## src/rtl/mem_stage_pkg.sv

```systemverilog
// -----------------------------------------------------------------------------
// mem_stage_pkg
//   Shared definitions for the memory-stage controller of the five-stage
//   RV32I pipeline: load/store funct3 encodings, the access-size decode and
//   the controller state encoding.
//
//   Contents:
//     F3_B/F3_H/F3_W/F3_BU/F3_HU : funct3 encodings for loads and stores
//     state_e                    : IDLE / BUSY / DONE (2-bit)
//     size_e                     : byte / half / word access size
//     decode_size()              : funct3 -> access size (unknown codes = word)
//     is_misaligned()            : size + byte lane -> misalignment flag
// -----------------------------------------------------------------------------
package mem_stage_pkg;

  localparam logic [2:0] F3_B  = 3'b000;
  localparam logic [2:0] F3_H  = 3'b001;
  localparam logic [2:0] F3_W  = 3'b010;
  localparam logic [2:0] F3_BU = 3'b100;
  localparam logic [2:0] F3_HU = 3'b101;

  typedef enum logic [1:0] {
    IDLE = 2'b00,
    BUSY = 2'b01,
    DONE = 2'b10
  } state_e;

  typedef enum logic [1:0] {
    SIZE_B = 2'd0,
    SIZE_H = 2'd1,
    SIZE_W = 2'd2
  } size_e;

  // Reserved encodings (011, 110, 111) fall through to a full-word access.
  function automatic size_e decode_size(input logic [2:0] funct3);
    case (funct3)
      F3_B, F3_BU: return SIZE_B;
      F3_H, F3_HU: return SIZE_H;
      F3_W:        return SIZE_W;
      default:     return SIZE_W;
    endcase
  endfunction

  function automatic logic is_misaligned(input size_e size, input logic [1:0] lane);
    case (size)
      SIZE_H:  return lane[0];
      SIZE_W:  return |lane;
      default: return 1'b0;
    endcase
  endfunction

endpackage

```

## src/rtl/load_store_align.sv

```systemverilog
// -----------------------------------------------------------------------------
// load_store_align
//   Purely combinational byte-lane steering for RV32I loads and stores.
//
//   Store side: access size + lane -> byte enables and lane-replicated data.
//   Load side : access size + lane + memory word -> sign/zero-extended data.
//   Low address bits below the access size are ignored (a halfword uses only
//   lane[1], a word ignores the lane entirely).
//
//   Ports:
//     funct3     in   3  load/store size and sign encoding
//     lane       in   2  byte address bits [1:0]
//     store_data in  32  rs2 store data
//     rdata      in  32  word returned by memory
//     be         out  4  byte enables for the store
//     wdata      out 32  replicated store data
//     load_data  out 32  extended load result
// -----------------------------------------------------------------------------
module load_store_align
  import mem_stage_pkg::*;
(
  input  logic [2:0]  funct3,
  input  logic [1:0]  lane,
  input  logic [31:0] store_data,
  input  logic [31:0] rdata,
  output logic [3:0]  be,
  output logic [31:0] wdata,
  output logic [31:0] load_data
);

  size_e       size;
  logic        sign_ext;
  logic [7:0]  byte_sel;
  logic [15:0] half_sel;

  assign size     = decode_size(funct3);
  // funct3[2] distinguishes the unsigned variants (LBU/LHU).
  assign sign_ext = ~funct3[2];

  // Store steering: replication lets memory pick any lane with be alone.
  // NOTE: every always_comb output gets a default before the case so no
  // path leaves it unassigned -- otherwise synthesis infers a latch.
  always_comb begin
    be    = 4'b1111;
    wdata = store_data;
    case (size)
      SIZE_B: begin
        be    = 4'b0001 << lane;
        wdata = {4{store_data[7:0]}};
      end
      SIZE_H: begin
        be    = 4'b0011 << {lane[1], 1'b0};
        wdata = {2{store_data[15:0]}};
      end
      default: begin
        be    = 4'b1111;
        wdata = store_data;
      end
    endcase
  end

  // Load steering and extension.
  always_comb begin
    case (lane)
      2'd0:    byte_sel = rdata[7:0];
      2'd1:    byte_sel = rdata[15:8];
      2'd2:    byte_sel = rdata[23:16];
      default: byte_sel = rdata[31:24];
    endcase
    half_sel = lane[1] ? rdata[31:16] : rdata[15:0];
    case (size)
      SIZE_B:  load_data = {{24{sign_ext & byte_sel[7]}}, byte_sel};
      SIZE_H:  load_data = {{16{sign_ext & half_sel[15]}}, half_sel};
      default: load_data = rdata;
    endcase
  end

endmodule

```

## src/rtl/mem_stage_ctrl.sv

```systemverilog
// -----------------------------------------------------------------------------
// mem_stage_ctrl
//   Memory-stage controller between the EX/MEM and MEM/WB pipeline registers.
//   Issues one access per load/store on a variable-latency req/ack data port,
//   aligns store data, extends load data and stalls the upstream pipeline
//   (PC, IF/ID, ID/EX, EX/MEM) until the access completes.
//
//   Sequence: IDLE (request registered) -> BUSY (wait for mem_ack) -> DONE.
//   StallM drops only in DONE, so MEM/WB captures ReadDataM exactly once.
//
//   Optional build macro: MEM_MISALIGN_CHECK_EN
//     Adds output MisalignM. A misaligned half/word access then issues no
//     request, does not stall, and clears ReadDataM.
//
//   Ports:
//     clk, rst      clock (rising edge), async active-high reset
//     MemReadM      load in MEM stage
//     MemWriteM     store in MEM stage (wins if both are set)
//     Funct3M       size / sign encoding
//     ALUResultM    byte address
//     WriteDataM    store data (rs2)
//     ReadDataM     registered, extended load data to MEM/WB
//     StallM        combinational freeze of upstream stages
//     mem_req/we/addr/be/wdata  registered memory request
//     mem_rdata     memory read word, valid with mem_ack
//     mem_ack       one-cycle completion pulse
//     MisalignM     (MEM_MISALIGN_CHECK_EN only) misaligned pending access
// -----------------------------------------------------------------------------
module mem_stage_ctrl
  import mem_stage_pkg::*;
#(
  parameter int ADDR_W = 32,
  parameter int DATA_W = 32
) (
  input  logic              clk,
  input  logic              rst,
  input  logic              MemReadM,
  input  logic              MemWriteM,
  input  logic [2:0]        Funct3M,
  input  logic [ADDR_W-1:0] ALUResultM,
  input  logic [DATA_W-1:0] WriteDataM,
  output logic [DATA_W-1:0] ReadDataM,
  output logic              StallM,
  output logic              mem_req,
  output logic              mem_we,
  output logic [ADDR_W-1:0] mem_addr,
  output logic [3:0]        mem_be,
  output logic [DATA_W-1:0] mem_wdata,
  input  logic [DATA_W-1:0] mem_rdata,
  input  logic              mem_ack
`ifdef MEM_MISALIGN_CHECK_EN
  ,
  output logic              MisalignM
`endif
);

  state_e            state_q, state_d;
  logic              mem_req_q, mem_req_d;
  logic              mem_we_q, mem_we_d;
  logic [ADDR_W-1:0] mem_addr_q, mem_addr_d;
  logic [3:0]        mem_be_q, mem_be_d;
  logic [DATA_W-1:0] mem_wdata_q, mem_wdata_d;
  logic [DATA_W-1:0] read_data_q, read_data_d;

  logic              access_pending;
  logic              misaligned;
  logic [3:0]        st_be;
  logic [DATA_W-1:0] st_wdata;
  logic [DATA_W-1:0] ld_data;

  assign access_pending = MemReadM | MemWriteM;

`ifdef MEM_MISALIGN_CHECK_EN
  assign misaligned = access_pending &
                      is_misaligned(decode_size(Funct3M), ALUResultM[1:0]);
  assign MisalignM  = misaligned;
`else
  assign misaligned = 1'b0;
`endif

  load_store_align u_align (
    .funct3     (Funct3M),
    .lane       (ALUResultM[1:0]),
    .store_data (WriteDataM),
    .rdata      (mem_rdata),
    .be         (st_be),
    .wdata      (st_wdata),
    .load_data  (ld_data)
  );

  // Releasing the stall in DONE is what lets the pipeline advance exactly
  // one instruction per completed access.
  assign StallM = access_pending & ~misaligned & (state_q != DONE);

  always_comb begin
    state_d     = state_q;
    mem_req_d   = mem_req_q;
    mem_we_d    = mem_we_q;
    mem_addr_d  = mem_addr_q;
    mem_be_d    = mem_be_q;
    mem_wdata_d = mem_wdata_q;
    read_data_d = read_data_q;

    case (state_q)
      IDLE: begin
        if (access_pending && !misaligned) begin
          mem_req_d   = 1'b1;
          mem_we_d    = MemWriteM;
          mem_addr_d  = {ALUResultM[ADDR_W-1:2], 2'b00};
          mem_be_d    = st_be;
          mem_wdata_d = st_wdata;
          state_d     = BUSY;
        end else if (misaligned) begin
          // Rejected access still retires through MEM/WB with a zero result.
          read_data_d = '0;
        end
      end
      BUSY: begin
        // Inputs are held stable by the stall, so the lane/size used for
        // extension here are those of the access that was issued.
        if (mem_ack) begin
          mem_req_d = 1'b0;
          mem_we_d  = 1'b0;
          mem_be_d  = 4'b0000;
          if (!mem_we_q) begin
            read_data_d = ld_data;
          end
          state_d = DONE;
        end
      end
      DONE: begin
        state_d = IDLE;
      end
      default: begin
        state_d = IDLE;
      end
    endcase
  end

  // NOTE: state registers use non-blocking assignments so every flop samples
  // the pre-edge value of every other flop, independent of statement order.
  always_ff @(posedge clk or posedge rst) begin
    if (rst) begin
      state_q     <= IDLE;
      mem_req_q   <= 1'b0;
      mem_we_q    <= 1'b0;
      mem_addr_q  <= '0;
      mem_be_q    <= 4'b0000;
      mem_wdata_q <= '0;
      read_data_q <= '0;
    end else begin
      state_q     <= state_d;
      mem_req_q   <= mem_req_d;
      mem_we_q    <= mem_we_d;
      mem_addr_q  <= mem_addr_d;
      mem_be_q    <= mem_be_d;
      mem_wdata_q <= mem_wdata_d;
      read_data_q <= read_data_d;
    end
  end

  assign mem_req   = mem_req_q;
  assign mem_we    = mem_we_q;
  assign mem_addr  = mem_addr_q;
  assign mem_be    = mem_be_q;
  assign mem_wdata = mem_wdata_q;
  assign ReadDataM = read_data_q;

endmodule

```

## config.mk

```make
export PLATFORM = sky130hd
export DESIGN_NAME = mem_stage_ctrl
export DESIGN_NICKNAME = d
export VERILOG_FILES = /design/src/rtl/mem_stage_pkg.sv /design/src/rtl/load_store_align.sv /design/src/rtl/mem_stage_ctrl.sv
export SDC_FILE = /design/constraint.sdc
export NUM_CORES = 1
export LEC_CHECK = 0
export CORE_AREA = 8 8 110 137
export DETAILED_ROUTE_END_ITERATION = 7
export DIE_AREA = 0 0 118 145
export HOLD_SLACK_MARGIN = 0.15
export PLACE_DENSITY = 0.76
export SLEW_MARGIN = 20
export SYNTH_ARGS = -nofsm -noshare
export SYNTH_HDL_FRONTEND = slang
export SYNTH_SLANG_ARGS = --single-unit
```

## constraint.sdc

```tcl
create_clock -name clk -period 3.3 [get_ports clk]
set_input_delay 0.495 -clock clk [delete_from_list [all_inputs] [get_ports clk]]
set_output_delay 0.495 -clock clk [all_outputs]
set_load 0.05 [all_outputs]
```

==> metrics <==
CP endpoint=StallM; Worst Setup Path Type=in2out; Seq cells post-synth=102; Port-buffer cells=204; Worst EP arrival=2.08 ns; most common cell after layout, fill and taps aside=clkdlybuf4s50_1; status=complete, no violations; Crit Path Max Fanout=3; Via Count=4267; GR Util met2=31.6%; Top Usage Layer GRT=met2; H-tree level count=3; worst reg-to-reg path cell count=5; Worst-path clk slew=0.07 ns; post-route ant nets=0; slew of the pin with the lowest slew margin=0.834 ns; Starting Density=37.8%; Detailed Place HPWL=12100 µm; crit path launch type=input port; EDFF count, synth=0; First-pass DRT Iterations=4; final period utilization=78.2%; multi-input logic area=2160 µm²; Worst R2R End=ReadDataM[9]; ant diodes=0; Clock Tree Buf Depth=2; CTS sink cnt=102; register area share after synthesis=52.0%; drt total wl=15800 µm; Mapped Area=4910 µm²; final setup fails=0; r2r startpoint=state_q[1]; Area growth syn-to-layout=50.4%; leakage power=2.95 nW; hold_buf cts=0; Primary FF master, synth=dfrtp_1; min cycle time layout=2.58 ns; Core ar.=13000 µm²; Async SR Flop Fraction=100%; maximum vdd drop=0.548 mV; Die Y=145 µm; crit end category=output pin; achievable frequency=388 MHz; CTS buffer count=9; Post-Syn Instances=445; syn avg cell area=11.0 µm²; wire per inst=19.5 µm; FILL cells=1098; antenna violations before repair=0; Slew Limit Fails=0; GR Overflow Total=0; final hold violation count=0; Worst setup startpoint=MemWriteM; Worst Skew=0.00858 ns; detailed-route DRC error count=0; PD cells=1120 nW/µm²; clock latency on the worst-skew pair=0.34 ns; post-CTS setup buffers=0; Yosys Warn Count=0; CTS tree=done; layout cells sized above 1=13.9%; largest net degree at the start of global routing=76; Die ar.=17100 µm²; CP required=2.80 ns; GRT Util Overall=18.7%; vias in the first global route=4736; Total Power=0.00826 W; Hold WS=0.483 ns; unrepaired setup endpoints after global routing=false; final net count=739; max cap viols=0; root cell of the clock tree=clkbuf_16; reg-to-reg slack, setup=1.14 ns; slew margin rel.=44.4%; Setup TNS=0 ns; DRT iter0 DRCs=288; I/O Pins=207; met3 GRT Util=6.91%; Vias per Instance=5.26; first-pass GRT wire length=26100 µm; most frequent cells in the layout=203 x clkdlybuf4s50_1, 102 x dfrtp_1, 42 x nor2_1; Die W=118 µm; FF/Latch Area=2550 µm²; grt met1 use=21.1%; Netlist cell types=36; row count=47; Min-Delay Path Class=reg2reg; GPL Wtd Cong=0.869; CTS resizes=0
-- worst max-delay path, cell delays in order --
cell and delay (ns):
clkdlybuf4s50_1 0.55, nor2_1 0.09, a21oi_1 0.13, clkdlybuf4s50_1 0.82
-- report_power, final --
| group | total (W) | switching [W] | internal, W |
|---|---|---|---|
| Combinational | 0.00501 | 0.00327 | 0.00173 |
| Sequential | 0.00224 | 0.000354 | 0.00189 |
| Clock | 0.00101 | 0.000488 | 0.000521 |
| Total | 0.00826 | 0.00412 | 0.00414 |
-- routing by layer --
metal / vias up / share of wire, %
li1: 1977 / -
met1: 2038 / 39
met2: 219 / 49
met3: 33 / 9.1
met4: 0 / 3.0
met5: - / 0
-- stage by stage --
stage	setup WS [ns]	cell area (µm²)	utilization, %	std cells
2_1_floorplan	0.130	4910	-	446
3_3_place_gp	0.744	7100	54.6	795
3_5_place_dp	0.658	7100	54.6	795
4_1_cts	0.719	7380	56.8	811
5_1_grt	0.671	7380	56.8	811
6_report	0.721	7380	56.8	811
-- sequential cells by signal, summed over array words and instances, names as in the netlist --
name and count:
mem_wdata 32, state_q 2, mem_req 1, mem_addr 30, ReadDataM 32, mem_we 1, mem_be 4
-- final cells by class --
cell class	instances	share of cell area (%)
flip-flops and latches	102	34.6
multi-input cells	300	29.2
repair buffers	216	29.2
clock buffers	9	3.05
well taps	171	2.90
clock inverters	7	0.763
inverters	6	0.339
-- how the worst min path moves through the flow --
| stage | from | endpoint | depth (start not counted) |
|---|---|---|---|
| after floorplan | state_q[1] | state_q[0] | 1 |
| after global placement | mem_wdata[17] | mem_wdata[17] | 2 |
| after detailed placement | mem_req | mem_req | 2 |
| after CTS | mem_wdata[17] | mem_wdata[17] | 2 |
| after global routing | mem_wdata[16] | mem_wdata[16] | 2 |
| final | mem_wdata[17] | mem_wdata[17] | 2 |
-- logic make-up after synthesis --
group	count (synthesis)	share of synthesized area (%)
and+or+nand+nor	117	11.3
other	1	0.0764
DFF	102	52.0
buffers and inverters	44	4.38
muxes	71	15.8
AOI/OAI and AO/OA	110	16.5
-- cells in the mapped netlist (2+ instances only) --
cell type	instances	area [µm²]
buf_1	5	18.8
nor3b_1	8	60.1
clkbuf_1	14	52.6
nor2_1	42	158
nand2b_1	7	43.8
a21boi_0	2	15.0
buf_6	3	33.8
buf_2	13	65.1
o211ai_1	2	15.0
mux2i_1	30	300
buf_4	3	22.5
a21oi_1	22	110
inv_1	6	22.5
nor3_1	12	60.1
o2bb2ai_1	10	87.6
a2111oi_2	10	150
a221oi_1	7	61.3
o21ai_0	31	155
a311oi_1	5	43.8
dfrtp_1	102	2550
a211oi_1	18	135
mux2_2	40	450
nand2_1	38	143
nand3b_1	3	22.5
Note: power is estimated with default switching activity, not from simulation.
